[src/rtl/sync_fifo_param_pkg.sv]
// rtl/sync_fifo_param_pkg.sv - shared widths and read-mode type for the single-clock FIFO
package sync_fifo_pkg;

   // Read-port behaviour selector, mirrors the FWFT parameter value
   typedef enum logic {
      STD  = 1'b0,
      FWFT = 1'b1
   } read_mode_e;

   // Pointer width: enough bits to index DEPTH entries, never less than one
   function automatic int ptr_w(input int depth);
      int w;
      w = $clog2(depth);
      return (w < 1) ? 1 : w;
   endfunction

   // Occupancy width: must hold the value DEPTH itself
   function automatic int cnt_w(input int depth);
      return $clog2(depth + 1);
   endfunction

endpackage

[src/rtl/sync_fifo_param_if.sv]
// rtl/sync_fifo_param_if.sv - write/read handshake and status bundle of the single-clock FIFO
interface sync_fifo_param_if #(
   parameter int WIDTH = 8,
   parameter int DEPTH = 16
);
   import sync_fifo_pkg::*;

   localparam int CNT_W = cnt_w(DEPTH);

   logic             flush;
   logic             winc;
   logic [WIDTH-1:0] wdata;
   logic             wfull;
   logic             walmost_full;
   logic             rinc;
   logic [WIDTH-1:0] rdata;
   logic             rempty;
   logic             ralmost_empty;
   logic [CNT_W-1:0] count;
   logic             overflow;
   logic             underflow;

   // Producer/consumer side that drives requests
   modport master (
      output flush, winc, wdata, rinc,
      input  wfull, walmost_full, rdata, rempty, ralmost_empty, count, overflow, underflow
   );

   // FIFO side
   modport slave (
      input  flush, winc, wdata, rinc,
      output wfull, walmost_full, rdata, rempty, ralmost_empty, count, overflow, underflow
   );

endinterface

[src/rtl/sync_fifo_param_ram.sv]
// rtl/sync_fifo_param_ram.sv - DEPTH x WIDTH storage, synchronous write, asynchronous read
module fifo_ram #(
   parameter int WIDTH  = 8,
   parameter int DEPTH  = 16,
   parameter int ADDR_W = 4
) (
   input  logic              clk,
   input  logic              we_i,
   input  logic [ADDR_W-1:0] waddr_i,
   input  logic [WIDTH-1:0]  wdata_i,
   input  logic [ADDR_W-1:0] raddr_i,
   output logic [WIDTH-1:0]  rdata_o
);

   logic [WIDTH-1:0] mem_q [DEPTH];

   // Storage is deliberately not reset; occupancy tracking makes stale entries invisible
   always_ff @(posedge clk) begin
      if (we_i) begin
         mem_q[waddr_i] <= wdata_i;
      end
   end

   assign rdata_o = mem_q[raddr_i];

endmodule

[src/rtl/sync_fifo_param.sv]
// rtl/sync_fifo_param.sv - single-clock parametrised FIFO controller with thresholds, sticky errors and FWFT
module sync_fifo_param #(
   parameter int WIDTH         = 8,
   parameter int DEPTH         = 16,
   parameter int AFULL_THRESH  = 14,
   parameter int AEMPTY_THRESH = 2,
   parameter int FWFT          = 0
) (
   input  logic             clk,
   input  logic             rst,
   sync_fifo_param_if.slave bus
);
   import sync_fifo_pkg::*;

   localparam int PTR_W = ptr_w(DEPTH);
   localparam int CNT_W = cnt_w(DEPTH);

   localparam logic [CNT_W-1:0] DEPTH_C  = CNT_W'(DEPTH);
   localparam logic [CNT_W-1:0] AFULL_C  = CNT_W'(AFULL_THRESH);
   localparam logic [CNT_W-1:0] AEMPTY_C = CNT_W'(AEMPTY_THRESH);
   localparam logic [PTR_W-1:0] LAST_PTR = PTR_W'(DEPTH - 1);

   // Parameter sanity, caught at elaboration
   if (DEPTH < 2) begin : g_chk_depth
      $error("sync_fifo_param: DEPTH must be at least 2");
   end
   if (AFULL_THRESH < 1 || AFULL_THRESH > DEPTH) begin : g_chk_afull
      $error("sync_fifo_param: AFULL_THRESH must lie in 1..DEPTH");
   end
   if (AEMPTY_THRESH < 0 || AEMPTY_THRESH > DEPTH - 1) begin : g_chk_aempty
      $error("sync_fifo_param: AEMPTY_THRESH must lie in 0..DEPTH-1");
   end

   logic [PTR_W-1:0] wptr_q, wptr_d;
   logic [PTR_W-1:0] rptr_q, rptr_d;
   logic [CNT_W-1:0] count_q, count_d;
   logic             wfull_q, wfull_d;
   logic             rempty_q, rempty_d;
   logic             afull_q, afull_d;
   logic             aempty_q, aempty_d;
   logic             ovf_q, ovf_d;
   logic             udf_q, udf_d;
   logic             wr_acc;
   logic             rd_acc;
   logic             ram_we;
   logic [WIDTH-1:0] ram_rdata;

   // Wrapping increment; the explicit wrap at DEPTH-1 allows non-power-of-two depths
   function automatic logic [PTR_W-1:0] ptr_next(input logic [PTR_W-1:0] p);
      return (p == LAST_PTR) ? '0 : p + 1'b1;
   endfunction

   // Acceptance decisions are based on the registered flags only
   assign wr_acc = bus.winc && !wfull_q;
   assign rd_acc = bus.rinc && !rempty_q;
   assign ram_we = wr_acc && !bus.flush && !rst;

   // Next-state: pointers, occupancy, sticky errors, then flags derived from the next count
   always_comb begin
      wptr_d  = wptr_q;
      rptr_d  = rptr_q;
      count_d = count_q;
      ovf_d   = ovf_q;
      udf_d   = udf_q;
      if (bus.flush) begin
         wptr_d  = '0;
         rptr_d  = '0;
         count_d = '0;
         ovf_d   = 1'b0;
         udf_d   = 1'b0;
      end else begin
         if (wr_acc) begin
            wptr_d = ptr_next(wptr_q);
         end
         if (rd_acc) begin
            rptr_d = ptr_next(rptr_q);
         end
         count_d = count_q + CNT_W'(wr_acc) - CNT_W'(rd_acc);
         ovf_d   = ovf_q | (bus.winc & wfull_q);
         udf_d   = udf_q | (bus.rinc & rempty_q);
      end
      wfull_d  = (count_d == DEPTH_C);
      rempty_d = (count_d == '0);
      afull_d  = (count_d >= AFULL_C);
      aempty_d = (count_d <= AEMPTY_C);
   end

   // State register; reset values match an empty FIFO
   always_ff @(posedge clk) begin
      if (rst) begin
         wptr_q   <= '0;
         rptr_q   <= '0;
         count_q  <= '0;
         wfull_q  <= 1'b0;
         rempty_q <= 1'b1;
         afull_q  <= 1'b0;
         aempty_q <= 1'b1;
         ovf_q    <= 1'b0;
         udf_q    <= 1'b0;
      end else begin
         wptr_q   <= wptr_d;
         rptr_q   <= rptr_d;
         count_q  <= count_d;
         wfull_q  <= wfull_d;
         rempty_q <= rempty_d;
         afull_q  <= afull_d;
         aempty_q <= aempty_d;
         ovf_q    <= ovf_d;
         udf_q    <= udf_d;
      end
   end

   fifo_ram #(
      .WIDTH  (WIDTH),
      .DEPTH  (DEPTH),
      .ADDR_W (PTR_W)
   ) u_ram (
      .clk     (clk),
      .we_i    (ram_we),
      .waddr_i (wptr_q),
      .wdata_i (bus.wdata),
      .raddr_i (rptr_q),
      .rdata_o (ram_rdata)
   );

   if (FWFT == 0) begin : g_std
      logic [WIDTH-1:0] rdata_q;

      // Registered read: capture the head entry on an accepted pop, otherwise hold
      always_ff @(posedge clk) begin
         if (rst) begin
            rdata_q <= '0;
         end else if (rd_acc && !bus.flush) begin
            rdata_q <= ram_rdata;
         end
      end

      assign bus.rdata = rdata_q;

      a_rdata_known: assert property (@(posedge clk) disable iff (rst)
         (rd_acc && !bus.flush) |=> !$isunknown(rdata_q));
   end else begin : g_fwft
      // Head entry is presented directly; rinc acts as the acknowledge
      assign bus.rdata = ram_rdata;
   end

   assign bus.wfull         = wfull_q;
   assign bus.rempty        = rempty_q;
   assign bus.walmost_full  = afull_q;
   assign bus.ralmost_empty = aempty_q;
   assign bus.count         = count_q;
   assign bus.overflow      = ovf_q;
   assign bus.underflow     = udf_q;

   a_not_full_and_empty: assert property (@(posedge clk) disable iff (rst)
      !(wfull_q && rempty_q));
   a_count_bound: assert property (@(posedge clk) disable iff (rst)
      count_q <= DEPTH_C);
   a_wptr_bound: assert property (@(posedge clk) disable iff (rst)
      32'(wptr_q) < DEPTH);
   a_rptr_bound: assert property (@(posedge clk) disable iff (rst)
      32'(rptr_q) < DEPTH);

endmodule

[src/flat_wrapper.sv]
// flat-port wrapper written by rule: the top's interface ports become plain ports
module sync_fifo_param_flat import sync_fifo_pkg::*;
#(
   parameter int WIDTH         = 8,
   parameter int DEPTH         = 16,
   parameter int AFULL_THRESH  = 14,
   parameter int AEMPTY_THRESH = 2,
   parameter int FWFT          = 0
)
  (clk, rst, bus_flush, bus_winc, bus_wdata, bus_rinc, bus_wfull, bus_walmost_full, bus_rdata, bus_rempty, bus_ralmost_empty, bus_count, bus_overflow, bus_underflow);
  sync_fifo_param_if #(.WIDTH(WIDTH), .DEPTH(DEPTH)) bus_i ();
  input  logic clk;
  input  logic rst;
  input wire logic [$bits(bus_i.flush)-1:0] bus_flush;
  input wire logic [$bits(bus_i.winc)-1:0] bus_winc;
  input wire logic [$bits(bus_i.wdata)-1:0] bus_wdata;
  input wire logic [$bits(bus_i.rinc)-1:0] bus_rinc;
  output wire logic [$bits(bus_i.wfull)-1:0] bus_wfull;
  output wire logic [$bits(bus_i.walmost_full)-1:0] bus_walmost_full;
  output wire logic [$bits(bus_i.rdata)-1:0] bus_rdata;
  output wire logic [$bits(bus_i.rempty)-1:0] bus_rempty;
  output wire logic [$bits(bus_i.ralmost_empty)-1:0] bus_ralmost_empty;
  output wire logic [$bits(bus_i.count)-1:0] bus_count;
  output wire logic [$bits(bus_i.overflow)-1:0] bus_overflow;
  output wire logic [$bits(bus_i.underflow)-1:0] bus_underflow;
  assign bus_i.flush = bus_flush;
  assign bus_i.winc = bus_winc;
  assign bus_i.wdata = bus_wdata;
  assign bus_i.rinc = bus_rinc;
  assign bus_wfull = bus_i.wfull;
  assign bus_walmost_full = bus_i.walmost_full;
  assign bus_rdata = bus_i.rdata;
  assign bus_rempty = bus_i.rempty;
  assign bus_ralmost_empty = bus_i.ralmost_empty;
  assign bus_count = bus_i.count;
  assign bus_overflow = bus_i.overflow;
  assign bus_underflow = bus_i.underflow;
  sync_fifo_param #(.WIDTH(WIDTH), .DEPTH(DEPTH), .AFULL_THRESH(AFULL_THRESH), .AEMPTY_THRESH(AEMPTY_THRESH), .FWFT(FWFT)) u_core (.clk(clk), .rst(rst), .bus(bus_i));
endmodule
[config.mk]
export PLATFORM = sky130hd
export DESIGN_NAME = sync_fifo_param_flat
export DESIGN_NICKNAME = d
export VERILOG_FILES = /design/src/rtl/sync_fifo_param_pkg.sv /design/src/rtl/sync_fifo_param_if.sv /design/src/rtl/sync_fifo_param_ram.sv /design/src/rtl/sync_fifo_param.sv /design/src/flat_wrapper.sv
export SDC_FILE = /design/constraint.sdc
export NUM_CORES = 1
export LEC_CHECK = 0
export ABC_AREA = 1
export BUFFER_PORTS_ARGS = -buffer_cell sky130_fd_sc_hd__buf_2
export CAP_MARGIN = 10
export CORE_UTILIZATION = 66
export CTS_BUF_LIST = sky130_fd_sc_hd__clkbuf_4 sky130_fd_sc_hd__clkbuf_8 sky130_fd_sc_hd__clkbuf_16
export CTS_CLUSTER_DIAMETER = 100
export DETAILED_ROUTE_END_ITERATION = 7
export HOLD_SLACK_MARGIN = 0.03
export PLACE_DENSITY_LB_ADDON = 0.2
export SETUP_SLACK_MARGIN = 0.1
export SLEW_MARGIN = 10
export SYNTH_ARGS = -nofsm -noshare
export SYNTH_HDL_FRONTEND = slang
export SYNTH_HIERARCHICAL = 1
export SYNTH_SLANG_ARGS = --single-unit
[constraint.sdc]
create_clock -name clk -period 4 [get_ports clk]
set_clock_uncertainty 0.1 [all_clocks]
set_input_delay 0.6 -clock clk [delete_from_list [all_inputs] [get_ports clk]]
set_output_delay 0.6 -clock clk [all_outputs]
set_load 0.01 [all_outputs]
## Word level (Yosys, flattened, before mapping)

Memory sizes are Yosys's and may differ from the RTL's. A register that Yosys moved wholly into a read port is not among the register bits.
Index checks and enable logic that the tools add are counted.

| cells by class | value |
|---|---|
| eq/ne operators | 3 |
| $add $sub $neg | 4 |
| multiplexer cells | 5 |
| magnitude comparators | 2 |
| bitwise gates (word level) | 4 |
| reduce and logical (&&, ||, !) cells | 11 |

Operator list:

| operator | count |
|---|---|
| 4-bit by 1-bit adder with 4-bit output, second input constant | 2 |
| 4-bit equality test, second input constant | 2 |
| 4-bit two-way mux | 2 |
| 5-bit by 1-bit adder with 5-bit output | 1 |
| 5-bit equality test, second input constant | 1 |
| 5-bit by 4-bit >= comparator with 1-bit output, second input constant | 1 |
| 5-bit by 2-bit less-or-equal comparator with 1-bit output, second input constant | 1 |
| 1-bit logical AND | 5 |
| 5-bit logical NOT | 1 |
| 5-bit two-way mux | 1 |
| 5-bit by 1-bit subtractor with 5-bit output | 1 |
| 1-bit logical NOT | 4 |
| 1-bit bitwise AND | 2 |
| 1-bit two-way mux | 2 |
| 1-bit bitwise OR | 2 |
| 2-bit OR reduction | 1 |

| word-level totals | value |
|---|---|
| bits in writable memories | 128 |
| input port bits | 13 |
| logic and storage cells | 39 |
| output and inout port bits | 19 |
| memories | 1 |
| bits in registers | 19 |

Memories:

| memory | words | width | rd ports | clocked after memory_dff | write ports | RTL line | text |
|---|---|---|---|---|---|---|---|
| u_core.u_ram.mem_q | 16 | 8 | 1 | 1 | 1 | sync_fifo_param_ram.sv:15 | `logic [WIDTH-1:0] mem_q [DEPTH];` |

## Depth between registers and ports, before layout

| depth | value |
|---|---|
| word-level depth | 6 |
| mapped depth | 15 |
| depth with buffers taken out | 15 |

## Cells and area by module

Netlist, hierarchy kept.

By module, submodules not included:

| module | seq. area each (µm²) | area each (µm²) | cells an instance | instances |
|---|---|---|---|---|
| fifo_ram | 3843.7 | 5606.6 | 543 | 1 |
| sync_fifo_param | 540.5 | 1231.2 | 162 | 1 |

## Worst setup path after synthesis

No wires, ideal clock.

| timing | value |
|---|---|
| kind | input -> register |
| start point | in bus_rinc |
| end point | reg u_core.aempty_q, in the netlist u_core/bus.ralmost_empty |
| arrival | 2.091 ns |
| buffers on the path | 1 |
| required time | 3.789 ns |
| path slack | 1.698 ns |
| stages on the path | 15 |
| setup time | 0.111 ns |
| cell sequence | inv_2 > nor2_4 > buf_6 > nand2_1 > nand2_1 > ha_1 > fa_1 > nand2_1 > nand2_1 > nor2_2 > nand2_1 > nand2_1 > clkinv_1 > nand2_1 > nor2_1 |

| between the ends | value |
|---|---|
| word-level cells in the longest chain between the ends | 4 |

Ends and longest elaborated chain:

| item | RTL line | text |
|---|---|---|
| start, declared | flat_wrapper.sv:17 | `input wire logic [$bits(bus_i.rinc)-1:0] bus_rinc;` |
| 1-bit logical AND | sync_fifo_param.sv:55 | `assign rd_acc = bus.rinc && !rempty_q;` |
| 5-bit by 1-bit subtractor with 5-bit output | sync_fifo_param.sv:78 | `count_d = count_q + CNT_W'(wr_acc) - CNT_W'(rd_acc);` |
| 5-bit two-way mux | sync_fifo_param.sv:65 | `if (bus.flush) begin` |
| 5-bit by 2-bit less-or-equal comparator with 1-bit output | sync_fifo_param.sv:85 | `aempty_d = (count_d <= AEMPTY_C);` |
| end signal, assigned | sync_fifo_param.sv:107 | `aempty_q <= aempty_d;` |
| end, declared | sync_fifo_param.sv:40 | `logic aempty_q, aempty_d;` |

No other way between the ends.
A chain may end at the register's enable or synchronous reset.

## Worst setup path in the final report

| timing | value |
|---|---|
| start point | reg u_core.rempty_q, in the netlist u_core/bus.rempty |
| end point | reg u_core.afull_q, in the netlist u_core/bus.walmost_full |

| between the ends | value |
|---|---|
| word-level cells in the longest chain between the ends | 5 |

Ends and longest elaborated chain:

| item | RTL line | text |
|---|---|---|
| start, declared | sync_fifo_param.sv:38 | `logic rempty_q, rempty_d;` |
| start signal, assigned | sync_fifo_param.sv:105 | `rempty_q <= rempty_d;` |
| 1-bit logical NOT | sync_fifo_param.sv:55 |  |
| 1-bit logical AND | sync_fifo_param.sv:55 |  |
| 5-bit by 1-bit subtractor with 5-bit output | sync_fifo_param.sv:78 |  |
| 5-bit two-way mux | sync_fifo_param.sv:65 |  |
| 5-bit by 4-bit >= comparator with 1-bit output | sync_fifo_param.sv:84 | `afull_d = (count_d >= AFULL_C);` |
| end signal, assigned | sync_fifo_param.sv:106 | `afull_q <= afull_d;` |
| end, declared | sync_fifo_param.sv:39 | `logic afull_q, afull_d;` |

No other way between the ends.

==> flow_metrics.py <==
metrics = {
    "global_routing": {
        "grt_pass1_wl_um": 25010,
        "grt_use_total_pct": 31.65,
        "grt_pass1_vias": 4746,
        "grt_overflow": 0,
        "antenna_found_initial": 0,
        "grt_max_degree": 68,
    },
    "floorplan": {
        "placementRows": 36,
        "core_area_um2": 9910,
        "die_y_um": 103.8,
        "die-area_um2": 10770,
        "io_pins": 32,
        "chipWidth_um": 103.8,
        "start_util_pct": 69.00,
    },
    "placed_design": {
        "gp_congestion": 0.9281,
        "dp_cells": 844,
        "dp_hpwl_um": 9934,
        "preCtsSetupSlack_ps": 1244,
        "io_buffers": 31,
    },
    "worst_setup_path": {
        "rr_startpoint": "u_core/bus.rempty$_SDFF_PP1_",
        "slowest_stage": "fa_1",
        "r2r-end": "u_core/bus.walmost_full$_SDFF_PP0_",
        "cp-endpoint": "u_core/bus.walmost_full$_SDFF_PP0_",
        "worstPathMaxFanout": 16,
        "critPathMaxStageDelay_ps": 460,
        "cp_common_cell": "nand2_1",
        "worstRegToRegCells": 13,
        "cp_cell_sequence": "nor2_4 > inv_1 > nand2_1 > nand2_1 > ha_1 > fa_1 > nand2_1 > nand2_1 > nor2_2 > nand2_1 > inv_2 > nand2_1 > o21ai_1",
        "critPathArrivalTime_ps": 2820,
        "crit_type": "register to register",
        "end_kind": "register",
        "critPathRequiredTime_ps": 4360,
        "critPathLaunch": "u_core/bus.rempty$_SDFF_PP1_",
        "ff2ff_setup_slack_ps": 1540,
        "critPathLaunchType": "register",
    },
    "synth": {
        "seq_area_frac_synth_pct": 64.12,
        "synth_cells": 705,
        "avgSynthCellArea_um2": 9.699,
        "ys_seq_elements": 155,
        "synth.distinct_cells": 23,
        "synth_area_um2": 6838,
        "yosys_warnings": 6,
        "syn_nets": 725,
    },
    "cts": {
        "post-cts-setup-buffers": 0,
        "holdBufCountCts": 0,
        "cts_tree": "done",
        "htreeDepth": 4,
        "clock_latency_ps": 530,
        "cts.sinks": 155,
        "path_clk_slew_ps": 60,
        "cts.repair.resized": 0,
        "clk_path_buf_depth": 2,
        "numCtsBuffers": 17,
        "root_buffer": "clkbuf_8",
    },
    "timing": {
        "tightestPinTransition_ps": 1035,
        "fin_ws_ps": 1544,
        "rsz0062_at_grt": "false",
        "slew_headroom_pct": 30.99,
        "slew_violations": 0,
        "tns_ps": 0,
        "finalHoldViolations": 0,
        "fmax_mhz": 407.1,
        "min_period_over_period_pct": 61.40,
        "finalSetupViolCount": 0,
        "fin_crit_ps": 2456,
    },
    "power_and_ir_drop": {
        "power_uw": 3755,
        "p_leak_uw": 0.003308,
        "ir_drop_mv": 0.3327,
        "powerDensity_nw_per_um2": 493.6,
    },
    "finish": {
        "num-nets-final": 750,
        "drive_gt1_share_pct": 10.09,
        "layoutNonFillerInstCount": 876,
        "diodes": 0,
        "syn2layout_area_growth_pct": 11.27,
    },
    "drt": {
        "drc": 0,
        "dr.pass1.iters": 5,
        "routedWlPerCell_um": 18.15,
        "wl_um": 15900,
        "via_count": 4975,
        "detail-route-antenna-nets": 0,
        "drt_iter0_markers": 591,
        "viasPerCell": 5.679,
    },
    "outcome": {
        "outcome": "complete, no violations",
    },
    "flow_run": {
        "drv_cap": 0,
    },
    "hold_path": {
        "hold_path.class": "input pin to register",
    },
}
==> layout make-up <==
| cell class | count | area, µm² |
|---|---|---|
| Clock buffer | 26 | 541.8 |
| Sequential cell | 155 | 4385 |
| Tap cell | 133 | 166.4 |
| Timing Repair Buffer | 33 | 170.2 |
| Fill cell | 638 | 2301 |
| Inverter | 129 | 484.2 |
| Clock inverter | 6 | 81.33 |
| Multi-Input combinational cell | 394 | 1779 |
==> cells in the final DEF, fill, tap and decap left out, types with 3 or more instances in the layout <==
cell       instances
a21oi_1           13
dfxtp_1           26
o21ai_1            3
nor2_1            32
clkbuf_4           3
inv_2              6
o21ai_0            4
clkbuf_16         18
nand4_1            4
edfxtp_1         128
nor2_4             3
nand2_1          206
buf_2             31
nand3_1          115
inv_1            122
clkbuf_8           5
ha_1               6
==> per-layer routing <==
layer / part of all wire, % / routed length (µm) / global-route usage (%) / up-vias
li1: - / - / - / 2313
met1: 38 / 6102 / 41.77 / 2290
met2: 48 / 7677 / 52.30 / 319
met3: 10 / 1652 / 6.104 / 53
met4: 2.9 / 467 / 12.35 / 0
met5: 0 / 0 / 0 / -
==> synth_stat cells <==
cell	n	share of area (%)
a21oi_1	13	0.95
buf_1	1	0.055
buf_2	14	1.0
buf_4	5	0.55
buf_6	7	1.2
clkinv_1	1	0.055
dfxtp_1	27	7.9
edfxtp_1	128	56
fa_1	1	0.29
ha_1	6	1.1
inv_1	122	6.7
inv_2	6	0.33
nand2_1	206	11
nand3_1	115	8.4
nand3b_1	2	0.22
nand4_1	4	0.37
nor2_1	32	1.8
nor2_2	1	0.092
nor2_4	3	0.49
o21ai_0	4	0.29
o21ai_1	3	0.22
xnor2_1	2	0.26
xor2_1	2	0.26
==> flip-flops by register name, summed over array words and instances (netlist names) <==
signal and cells:
u_core/bus.ralmost_empty 1, u_core/bus.rdata 8, u_core/wptr_q 4, u_core/rptr_q 4
u_core/bus.rempty 1, u_core/bus.overflow 1, u_core/u_ram/mem_q 128, u_core/bus.wfull 1
u_core/bus.walmost_full 1, u_core/bus.underflow 1, u_core/bus.count 5
==> worst max-delay path: cells and delay by family, from the launching register on <==
family | cells | cell delay, ps
AOI/OAI and AO/OA | 1 | 140
adders and majority gates | 2 | 670
buffers and inverters | 2 | 210
DFF | 1 | 350
and+or+nand+nor | 8 | 920
==> cells by family after synthesis <==
family / Yosys count / synth area share (%)
and+or+nand+nor: 363 / 22.65
xor gates and xnor gates: 4 / 0.5124
adders and majority gates: 7 / 1.391
DFF: 155 / 64.12
buffers and inverters: 156 / 9.863
AOI/OAI and AO/OA: 20 / 1.464
==> power breakdown <==
| part | switching (µW) | internal, µW |
|---|---|---|
| registers | 18.7 | 1770 |
| logic | 227 | 96.0 |
| clock network | 593 | 1050 |
| total | 839 | 2920 |
==> how the worst min path moves through the flow <==
stage,from,endpoint,slack [ps],cells past startpoint
CTS,bus_winc,u_core/bus.overflow$_SDFF_PP0_,270,5
finish,bus_winc,u_core/bus.overflow$_SDFF_PP0_,290,5
floorplan,u_core/rptr_q[2]$_SDFFE_PP0P_,u_core/rptr_q[2]$_SDFFE_PP0P_,340,2
detailed placement,u_core/bus.rdata[0]$_SDFFE_PP0P_,u_core/bus.rdata[0]$_SDFFE_PP0P_,350,2
global route,rst,u_core/bus.rdata[3]$_SDFFE_PP0P_,300,2
global placement,u_core/bus.rdata[4]$_SDFFE_PP0P_,u_core/bus.rdata[4]$_SDFFE_PP0P_,350,2
==> stage by stage <==
stage | hold slack (ps) | util [%] | area [µm²]
after floorplan | 344.4 | - | 6838
after global placement | 350.4 | 70.49 | 6985
after detailed placement | 349.3 | 70.49 | 6985
after CTS | 273.0 | 76.78 | 7609
after global routing | 296.1 | 76.78 | 7609
final | 289.8 | 76.78 | 7609
No activity file was read; power rests on OpenSTA's default activity.
